### config.mk
export PLATFORM = sky130hd
export DESIGN_NAME = rc4_decrypt_flat
export DESIGN_NICKNAME = d
export VERILOG_FILES = /design/src/rtl/rc4_decrypt_if.sv /design/src/rtl/rc4_decrypt.sv /design/src/flat_wrapper.sv
export SDC_FILE = /design/constraint.sdc
export NUM_CORES = 1
export LEC_CHECK = 0
export CAP_MARGIN = 10
export CORE_MARGIN = 8
export CORE_UTILIZATION = 40
export DETAILED_ROUTE_END_ITERATION = 10
export PLACE_DENSITY_LB_ADDON = 0.12
export SLEW_MARGIN = 20
export SYNTH_ARGS = -nofsm -noshare
export SYNTH_HDL_FRONTEND = slang
export SYNTH_SLANG_ARGS = --single-unit
### constraint.sdc
create_clock -name clk -period 7.2 [get_ports clk]
set_input_delay 0.72 -clock clk [delete_from_list [all_inputs] [get_ports clk]]
set_output_delay 0.72 -clock clk [all_outputs]
set_load 0.005 [all_outputs]
### src/rtl/rc4_decrypt_if.sv
// Control and memory-port bundle between the RC4 decryptor and its S RAM, message ROM and result RAM.
interface rc4_decrypt_if #(
    parameter int ADDR_W = 5
);
    logic              start;
    logic              finish;
    logic              key_ok;
    logic [7:0]        s_address;
    logic [7:0]        s_data;
    logic              s_wren;
    logic [7:0]        s_q;
    logic [ADDR_W-1:0] rom_address;
    logic [7:0]        rom_q;
    logic [ADDR_W-1:0] d_address;
    logic [7:0]        d_data;
    logic              d_wren;

    modport master (
        input  start, s_q, rom_q,
        output finish, key_ok, s_address, s_data, s_wren,
               rom_address, d_address, d_data, d_wren
    );

    modport slave (
        output start, s_q, rom_q,
        input  finish, key_ok, s_address, s_data, s_wren,
               rom_address, d_address, d_data, d_wren
    );
endinterface

### src/rtl/rc4_decrypt.sv
// RC4 PRGA decryptor over a pre-shuffled S array; 9 cycles per byte, aborts on the first non-lowercase/space byte.
// Memories are 1-cycle synchronous-read; no backpressure, start is a level request sampled only in IDLE and DONE.
module rc4_decrypt #(
    parameter int MSG_LEN = 32,
    parameter int ADDR_W  = $clog2(MSG_LEN)
) (
    input logic           clk,
    input logic           rst,
    rc4_decrypt_if.master bus
);
    typedef enum logic [3:0] {
        IDLE, RD_SI, WT_SI, RD_SJ, WT_SJ, WR_SI, WR_SJ, RD_F, WT_F, WR_D, DONE
    } state_t;

    state_t            r_state;
    state_t            w_state_nxt;
    logic [7:0]        r_i;
    logic [7:0]        r_j;
    logic [7:0]        r_si;
    logic [7:0]        r_sj;
    logic [ADDR_W-1:0] r_k;
    logic              r_finish;
    logic              r_key_ok;

    logic [7:0]        w_j_sum;
    logic [7:0]        w_f_addr;
    logic [7:0]        w_plain;
    logic              w_plain_ok;
    logic              w_last;

    assign w_j_sum    = r_j + bus.s_q;
    assign w_f_addr   = r_si + r_sj;
    assign w_plain    = bus.s_q ^ bus.rom_q;
    assign w_plain_ok = ((w_plain >= 8'h61) && (w_plain <= 8'h7A)) || (w_plain == 8'h20);
    assign w_last     = (r_k == ADDR_W'(MSG_LEN - 1));

    assign bus.finish = r_finish;
    assign bus.key_ok = r_key_ok;

    always_ff @(posedge clk or posedge rst) begin
        if (rst) begin
            r_state  <= IDLE;
            r_i      <= 8'd0;
            r_j      <= 8'd0;
            r_si     <= 8'd0;
            r_sj     <= 8'd0;
            r_k      <= '0;
            r_finish <= 1'b0;
            r_key_ok <= 1'b0;
        end else begin
            r_state <= w_state_nxt;
            case (r_state)
                RD_SI: r_i <= r_i + 8'd1;
                RD_SJ: begin
                    r_si <= bus.s_q;
                    r_j  <= w_j_sum;
                end
                WR_SI: r_sj <= bus.s_q;
                WR_D: begin
                    if (!w_plain_ok) begin
                        r_finish <= 1'b1;
                        r_key_ok <= 1'b0;
                    end else if (w_last) begin
                        r_finish <= 1'b1;
                        r_key_ok <= 1'b1;
                    end else begin
                        r_k <= r_k + ADDR_W'(1);
                    end
                end
                DONE: begin
                    if (!bus.start) begin
                        r_i      <= 8'd0;
                        r_j      <= 8'd0;
                        r_k      <= '0;
                        r_finish <= 1'b0;
                        r_key_ok <= 1'b0;
                    end
                end
                default: ;
            endcase
        end
    end

    // Wait states keep the read address stable so q is still valid when sampled one state later.
    always_comb begin
        w_state_nxt     = r_state;
        bus.s_address   = 8'd0;
        bus.s_data      = 8'd0;
        bus.s_wren      = 1'b0;
        bus.rom_address = '0;
        bus.d_address   = '0;
        bus.d_data      = 8'd0;
        bus.d_wren      = 1'b0;
        case (r_state)
            IDLE: if (bus.start) w_state_nxt = RD_SI;
            RD_SI: begin
                bus.s_address = r_i + 8'd1;
                w_state_nxt   = WT_SI;
            end
            WT_SI: begin
                bus.s_address = r_i;
                w_state_nxt   = RD_SJ;
            end
            RD_SJ: begin
                bus.s_address = w_j_sum;
                w_state_nxt   = WT_SJ;
            end
            WT_SJ: begin
                bus.s_address = r_j;
                w_state_nxt   = WR_SI;
            end
            WR_SI: begin
                bus.s_address = r_i;
                bus.s_data    = bus.s_q;
                bus.s_wren    = 1'b1;
                w_state_nxt   = WR_SJ;
            end
            WR_SJ: begin
                bus.s_address = r_j;
                bus.s_data    = r_si;
                bus.s_wren    = 1'b1;
                w_state_nxt   = RD_F;
            end
            RD_F, WT_F: begin
                bus.s_address   = w_f_addr;
                bus.rom_address = r_k;
                w_state_nxt     = (r_state == RD_F) ? WT_F : WR_D;
            end
            WR_D: begin
                bus.d_address = r_k;
                bus.d_data    = w_plain;
                bus.d_wren    = 1'b1;
                w_state_nxt   = (!w_plain_ok || w_last) ? DONE : RD_SI;
            end
            DONE: if (!bus.start) w_state_nxt = IDLE;
            default: w_state_nxt = IDLE;
        endcase
    end
endmodule

### src/flat_wrapper.sv
// flat-port wrapper written by rule: the top's interface ports become plain ports
module rc4_decrypt_flat 
#(
    parameter int MSG_LEN = 32,
    parameter int ADDR_W  = $clog2(MSG_LEN)
)
  (clk, rst, bus_start, bus_s_q, bus_rom_q, bus_finish, bus_key_ok, bus_s_address, bus_s_data, bus_s_wren, bus_rom_address, bus_d_address, bus_d_data, bus_d_wren);
  rc4_decrypt_if #(.ADDR_W(ADDR_W)) bus_i ();
  input logic clk;
  input logic rst;
  input wire logic [$bits(bus_i.start)-1:0] bus_start;
  input wire logic [$bits(bus_i.s_q)-1:0] bus_s_q;
  input wire logic [$bits(bus_i.rom_q)-1:0] bus_rom_q;
  output wire logic [$bits(bus_i.finish)-1:0] bus_finish;
  output wire logic [$bits(bus_i.key_ok)-1:0] bus_key_ok;
  output wire logic [$bits(bus_i.s_address)-1:0] bus_s_address;
  output wire logic [$bits(bus_i.s_data)-1:0] bus_s_data;
  output wire logic [$bits(bus_i.s_wren)-1:0] bus_s_wren;
  output wire logic [$bits(bus_i.rom_address)-1:0] bus_rom_address;
  output wire logic [$bits(bus_i.d_address)-1:0] bus_d_address;
  output wire logic [$bits(bus_i.d_data)-1:0] bus_d_data;
  output wire logic [$bits(bus_i.d_wren)-1:0] bus_d_wren;
  assign bus_i.start = bus_start;
  assign bus_i.s_q = bus_s_q;
  assign bus_i.rom_q = bus_rom_q;
  assign bus_finish = bus_i.finish;
  assign bus_key_ok = bus_i.key_ok;
  assign bus_s_address = bus_i.s_address;
  assign bus_s_data = bus_i.s_data;
  assign bus_s_wren = bus_i.s_wren;
  assign bus_rom_address = bus_i.rom_address;
  assign bus_d_address = bus_i.d_address;
  assign bus_d_data = bus_i.d_data;
  assign bus_d_wren = bus_i.d_wren;
  rc4_decrypt #(.MSG_LEN(MSG_LEN), .ADDR_W(ADDR_W)) u_core (.clk(clk), .rst(rst), .bus(bus_i));
endmodule
# Word-level counts from Yosys, hierarchy flattened
# Cells that the tools add are included.
[classes]
n_eq_ne = 17
add_sub_neg = 4
reduce_logical = 17
mux = 25
bitwise = 1
magnitude_cmp = 2
[op_table]
columns = ["cell", "n"]
rows = [
  ["$pmux 8 s2", 3],
  ["$pmux 4 s10", 1],
  ["$pmux 8 s5", 1],
  ["$mux 5", 5],
  ["$add 8x8->8", 2],
  ["$eq 4x3->1 const B", 4],
  ["$mux 8", 2],
  ["$eq 4x4->1 const B", 3],
  ["$mux 4", 3],
  ["$pmux 5 s2", 1],
  ["$add 8x1->8 const B", 1],
  ["$eq 4x2->1 const B", 2],
  ["$eq 8x6->1 const B", 1],
  ["$ge 8x7->1 const B", 1],
  ["$le 8x7->1 const B", 1],
  ["$reduce_or 2->1", 4],
  ["$xor 8x8->8", 1],
  ["$mux 1", 7],
  ["$ne 2x2->1 const B", 3],
  ["$reduce_and 2->1", 3],
  ["$reduce_bool 2->1", 3],
  ["$add 5x1->5 const B", 1],
  ["$eq 5x5->1 const B", 1],
  ["$eq 4x1->1 const B", 1],
  ["9 further kinds", 11],
]
[totals]
elab_cells = 74
reg_bits = 43
inputBits = 19
output_inout_bits = 38

# Logic depth before layout (Yosys ltp)
[logic_depth]
ltp_word = 8
mapped_depth = 9
ltp_nobuf = 9

# Worst setup path after synthesis
# Ideal clock, no wire load.
[synth_timing]
path_type = "input to output"
startpoint = "input bus_s_q[1]"
endpoint = "output bus_s_address[7]"
t_arrival_ns = 2.260
path_stages = 7
path_buffers = 0
required_ns = 6.480
path_slack_ns = 4.220
cell_sequence = "ha_1 -> a21oi_1 -> o221ai_1 -> o41ai_1 -> xnor2_1 -> xor2_1 -> a221o_1"
[synth_via]
elab_chain_len = 2
[synth_rtl]
columns = ["element", "line_no", "rtl"]
rows = [
  ["start, declared", "flat_wrapper.sv:12", "input wire logic [$bits(bus_i.s_q)-1:0] bus_s_q;"],
  ["$add 8x8->8", "rc4_decrypt.sv:31", "assign w_j_sum = r_j + bus.s_q;"],
  ["$pmux 8 s5", "rc4_decrypt.sv:94", "case (r_state)"],
  ["end, declared", "flat_wrapper.sv:16", "output wire logic [$bits(bus_i.s_address)-1:0] bus_s_address;"],
]
# Every way passes these cells.

# Final worst setup path
[layout_timing]
startpoint = "input bus_s_q[0]"
endpoint = "output bus_s_address[6]"
# Same word-level chain as after synthesis.

==> results.md <==
- Outcome: complete, no violations
- Comb power frac: 55.8%
- Int Power: 0.858 mW
- VDD IR max: 0.000249 V
- CP cell instances: clkdlybuf4s50_1, ha_1, inv_1, fa_1, nor2b_1, o21ai_0, a21oi_1, nor4_1, a211oi_1, o211ai_1, clkdlybuf4s50_1
- Synth Cell Area: 3010 µm²
- Die Area: 10,600 µm²
- CP endpoint kind: primary output
- WL final: 8340 µm
- Number of cell rows: 31
- Clk_skew: 0.00438 ns
- Slew HR: 37.5%
- CTS buffer count: 5
- Final worst-path cycle share: 58.0%
- Slew Viols, Final: 0
- CTS clk-pin slew, worst paths: 0.08 ns
- Switching pwr: 0.612 mW
- Initial DRC Count: 140
- Synth area leader: dfrtp_1
- Critical path's most frequent cell: clkdlybuf4s50_1
- Post-Route Setup TNS: 0 ns
- Gp weighted congestion: 0.830
- Area delta synth->final: 26.5%
- Minimum clock period: 4.18 ns
- Initial core utilization: 41.3%
- Share of power burned in registers: 30.5%
- PostCTS Resize Cnt: 0
- Diodes inserted: 0
- Largest family of logic cells by synthesized area: simple AND/OR/NAND/NOR gates
- Global-route wire length before repair: 14,000 µm
- Boundary pin count: 57
- CP Data Required Time: 6.48 ns
- Post-synthesis cell type count: 51
- Xor-xnor portion of the synthesized cell area: 6.36%
- Fmax: 0.239 GHz
- Die Wd: 103 µm
- Clock Latency Late Sink: 0.30 ns
- Top cells by area, synth: dfrtp_1 36%, nand2_1 8.0%, ha_1 7.1%
- #FFs+latches synth: 43
- Slew @ Worst Pin: 0.931 ns
- Synth top cells by count: 64 x nand2_1, 43 x dfrtp_1, 27 x nor2_1
- Pre-antenna DRT Iters: 6
- CTS tree: built
- H-Tree Depth: 2
- Cts hold-fix bufs: 0
- Compound-gate portion of the synthesized area: 18.2%
- Worst endpoint data arrival time: 3.46 ns
- Clock power frac: 13.7%
- Via Count: 2,779
- WP buf/inv: 3
- Synth Instances: 354
- Port Buf Inserts: 56
- Max-Cap Viols: 0
- Largest net degree at the start of global routing: 44
- Ys flop type: dfrtp_1
- Seq/Total Area, Yosys: 35.7%
- Number of flops mapped to enable cells by yosys: 0
- Drt wl/cell: 16.3 µm
- CP max stage delay: 0.55 ns
- Number of global-route vias before repair: 2,843
- Synthesized net count: 392
- Residual DRC count: 0
- Reg-to-reg slack, setup: 4.63 ns
- Overflow after GRT: 0
- Mean Syn Cell Area: 8.51 µm²
- Final Net Count: 449
- Final ANT Viol Nets: 0
- Clk root buf: clkbuf_8
- Post-synthesis simple-gate area fraction: 23.3%
- Startpoint type of the worst setup path: input pin
- Total power: 1.47 mW
- Core ar.: 7290 µm²
- Ys Warns: 0
- Global Route Usage Sum: 16.9%
- Clock tree buffer depth: 2
- Worst Hold Class: flop to flop
- CTS Sinks: 43
- Cell with the most instances after synthesis: nand2_1
- Asr flop ratio synth: 100%
- Post-CTS Setup Bufs: 0
- Final Setup Violations: 0
- Die Span Y: 103 µm
- Crit-path leading delay family: buffers and inverters
- DP Wirelength: 6300 µm
- Adder-cell share of the synthesized area: 8.39%
- Sw frac: 41.7%
- LEAKAGE: 1.73 nW
- Synth top area share: 35.7%
- Crit path kind: input pin to primary output
- Final Hold Fails: 0
- CP max-delay cell: clkdlybuf4s50_1
- CP Max Fanout: 5
- Via density: 5.44
- Share of cells above drive strength 1: 6.31%
- Mux contribution to synthesized area: 4.61%
- Pwr Density: 386 nW/µm²
- RSZ-0062 raised after global routing: false
- Initial antenna violation count: 0
routing by layer:
metal  wire [µm]  global-route usage [%]  vias up  part of all wire (%)
li1            -                       -     1354                     -
met1        3590                    20.5     1348                    43
met4         127                    4.34        0                   1.5
met2        4180                    29.5       66                    50
met5           0                       0        -                     0
met3         438                    3.51       11                   5.3
flip-flops by register name, indices dropped and copies added (netlist names):
register	count
u_core.r_k	5
u_core.r_i	8
u_core.bus.finish	1
u_core.r_si	8
u_core.r_j	8
u_core.r_sj	8
u_core.r_state	4
u_core.bus.key_ok	1
tightest hold or removal path: stages (launching register included):
cell     delay, ns
dfrtp_1       0.35
nand2_1       0.05
nand2_1       0.05
final cells by class:
cell class	count	area [µm²]
multi-input cells	284	1840
clock buffers	6	82.6
flip-flops and latches	43	1080
well taps	99	124
inverters	17	63.8
fillers	726	3480
clock inverters	2	35.0
repair buffers	60	591
cells in the final DEF, fill, tap and decap left out, types with 7 or more instances in the layout:
cell	instances
nand3_1	12
o21ai_0	24
nand2_1	64
mux2_2	7
nand2b_1	7
dfrtp_1	43
a21oi_1	12
and2_1	11
a22o_1	9
ha_1	17
inv_1	17
xnor2_1	16
nor2_1	27
clkdlybuf4s50_1	56
power by group through the flow:
stage	Sequential, mW	Combinational, mW	Clock (mW)
after floorplan	0.402	0.558	0
after global placement	0.449	0.813	0
after detailed placement	0.451	0.826	0
after CTS	0.447	0.833	0.204
after global routing	0.464	0.930	0.214
final	0.448	0.820	0.201
path summary, 6_finish.rpt:
check,start,to,cells past startpoint
setup / recovery,bus_s_q[0],bus_s_address[6],11
hold / removal,u_core.bus.finish$_DFFE_PP0P_,u_core.bus.finish$_DFFE_PP0P_,2
setup reg to reg,u_core.r_state[0]$_DFFE_PP0P_,u_core.r_k[3]$_DFFE_PP0P_,6
hold reg to reg,u_core.bus.finish$_DFFE_PP0P_,u_core.bus.finish$_DFFE_PP0P_,2
max in group asynchronous,rst,u_core.r_j[5]$_DFFE_PP0P_,3
min in group asynchronous,rst,u_core.r_k[1]$_DFFE_PP0P_,3
cell families after synthesis:
group           Yosys count
compound gates           81
xor+xnor                 21
fa+ha+maj                19
buf+inv                  27
flops                    43
mux                      13
simple gates            150
metrics by stage:
step | hold WS (ns) | util [%] | setup slack [ns] | std cells | area, µm²
after floorplan | 0.471 | - | 4.22 | 354 | 3010
after global placement | 0.464 | 50.6 | 3.07 | 503 | 3690
after detailed placement | 0.467 | 50.6 | 3.01 | 503 | 3690
after CTS | 0.488 | 52.2 | 3.00 | 511 | 3810
after global routing | 0.510 | 52.2 | 2.76 | 511 | 3810
final | 0.482 | 52.2 | 3.02 | 511 | 3810
No activity file was read; power rests on OpenSTA's default activity.
==> RTL change (same flow settings) <==
Re-encode `state_t` (11 states) as Gray code, 4 bits wide.
--- a/src/rtl/rc4_decrypt.sv
+++ b/src/rtl/rc4_decrypt.sv
@@ -11,3 +11,3 @@
     typedef enum logic [3:0] {
-        IDLE, RD_SI, WT_SI, RD_SJ, WT_SJ, WR_SI, WR_SJ, RD_F, WT_F, WR_D, DONE
+        IDLE = 4'b0000, RD_SI = 4'b0001, WT_SI = 4'b0011, RD_SJ = 4'b0010, WT_SJ = 4'b0110, WR_SI = 4'b0111, WR_SJ = 4'b0101, RD_F = 4'b0100, WT_F = 4'b1100, WR_D = 4'b1101, DONE = 4'b1111
     } state_t;
Function: no difference found for any inputs over 10 cycles, from zero or initial values and one cycle with rst high; not proved beyond that.
==> RTL change against the original RTL <==
  * Wire length shrank 1.4%
  * Critical path depth shrank 2
  * Sequential cell count is the same
  * Design area grew 1.6%
  * Cell count shrank 0.20%
  * Area after synthesis grew 3.1%
  * Setup slack gained 0.055 ns
  * Register-to-register slack gained 0.38 ns
  * Highest routed layer unchanged
  * Power grew 2.1%
==> RTL change: results (changes against the original RTL) <==
* First drt pass iteration count at 5 (-1)
* Adder-Cell Fraction of Synth Area at 8.14% (-0.25 points)
* Highest metal used: met4
* Cell family with most CP delay: buffers and inverters
* Core Util, Final at 50.9% (-1.4 points)
* Netlist cell types at 57 (+12%)
* Gr ovfl total at 0 (unchanged)
* IO Port Bufs at 56 (unchanged)
* Syn Nets at 389 (-0.77%)
* Antenna cell count at 0 (unchanged)
* Multiplexer share of the synthesized area at 4.51% (-0.099 points)
* CTS root buf: clkbuf_8
* Hpwl dp at 6210 µm (-1.3%)
* Global-route wire length before repair at 14000 µm (about the same)
* Total CTS buffers at 5 (unchanged)
* GRT met3 Usage at 3.16% (-0.35 points)
* M2 GR Usage at 23.9% (-5.6 points)
* Post-Route M1 WL at 4120 µm (+15%)
* Peak supply drop at 145 µV (-42%)
* Fraction of layout cells with a size suffix above 1 at 6.62% (+0.31 points)
* CP peak stage delay at 0.51 ns (-0.04 ns)
* 1st-iter DRT viols at 121 (-14%)
* CTS-repair resized insts at 0 (unchanged)
* Worst-Skew Late Latency at 0.29 ns
* Synth Area in Compound Gates at 21.5% (+3.3 points)
* Crit Path Max Fanout at 5 (unchanged)
* Post-Synth XOR/XNOR Area at 5.24% (-1.1 points)
* CP arrival at 3.40 ns (-0.06 ns)
* H-tree depth at 2 (unchanged)
* Ys Warns at 0 (unchanged)
* Slowest CP cell: clkdlybuf4s50_1
* Initial antenna violation count at 0 (unchanged)
* Met1 GRT Util at 21.0% (+0.50 points)
* Fin nets at 445 (-0.89%)
* Synth top area cells: dfrtp_1 (35%), nand2_1 (7.1%), ha_1 (6.8%)
* Status: finished clean
* Commonest cells in the netlist: nand2_1 (59), dfrtp_1 (43), nor2_1 (27)
* DR WL met3 at 370 µm (-16%)
* DR WL/cell at 16.1 µm (-1.2%)
* Pin count of the biggest net entering global routing at 44 (unchanged)
* Vias in the first global route at 2836 (-0.25%)
* Placed Area at 3770 µm² (+2.1%)
* Final clock skew at 0.00342 ns (-0.000953 ns)
* Leakage power at 1.69 nW (-2.2%)
* Met2 WL at 3640 µm (-13%)
* CTS Buffer Depth at 2 (unchanged)
* GP Congestion at 0.938 (+13%)
* Overall global routing resource usage at 15.5% (-1.4 points)
* Number of setup buffers added after CTS at 0 (unchanged)
* Register area share after synthesis at 34.6% (-1.1 points)
* Tightest Pin Transition at 0.804 ns (-0.127 ns)
* Clock-pin transition on the worst setup and hold timing paths at 0.08 ns (about the same)
* Vias/cell at 5.46 (+0.38%)
* Fillers at 722 (-0.55%)
## RTL change: cell types whose count changed in the layout (fill, tap and decap cells not counted), moves of 3 or more
| cell | before | now |
|---|---|---|
| a211oi_1 | 1 | 6 |
| xnor2_1 | 16 | 13 |
| nand3_1 | 12 | 8 |
| nand2_1 | 64 | 59 |
| a21oi_1 | 12 | 18 |
| inv_1 | 17 | 8 |
| a21o_1 | 6 | 9 |
| o21ai_0 | 24 | 19 |
| a221oi_1 | 6 | 3 |
## RTL change: power by group
group / internal (mW) / switching (mW) / leakage (nW)
clock network: 0.0877 / 0.0839 / 0.0515
logic: 0.437 / 0.433 / 1.10
registers: 0.339 / 0.120 / 0.541
total: 0.864 / 0.637 / 1.69
## RTL change: cell type report
type	count	share of cell area, %
Multi-Input combinational cell	287	50.1
Inverter	10	0.970
Clock buffer	8	2.59
Timing Repair Buffer	60	15.3
Sequential cell	43	27.8
Tap cell	102	3.30
## RTL change: per-stage QoR
step,setup slack [ns],cells
after CTS,3.06,510
after detailed placement,3.08,502
after floorplan,4.30,351
after global routing,2.84,510
after global placement,3.12,502
final,3.08,510
## RTL change: worst paths after layout
path / startpoint / end / slack (ns) / cells past startpoint
setup reg to reg: u_core.r_state[0] / u_core.r_k[2] / 5.01 / 6
min in group asynchronous: rst / u_core.r_state[0] / 0.87 / 3
hold / removal: u_core.bus.finish / u_core.bus.finish / 0.49 / 2
max in group asynchronous: rst / u_core.r_sj[0] / 5.93 / 3
setup / recovery: bus_s_q[0] / bus_s_address[6] / 3.08 / 9
hold reg to reg: u_core.bus.finish / u_core.bus.finish / 0.49 / 2
## RTL change: worst register-to-register path, stage by stage (launching register included)
cell and delay [ns]:
dfrtp_1 0.53, nor2b_1 0.22, nand3_1 0.41, clkinv_1 0.34, nand3b_1 0.13, o311ai_0 0.30, o31ai_1 0.12
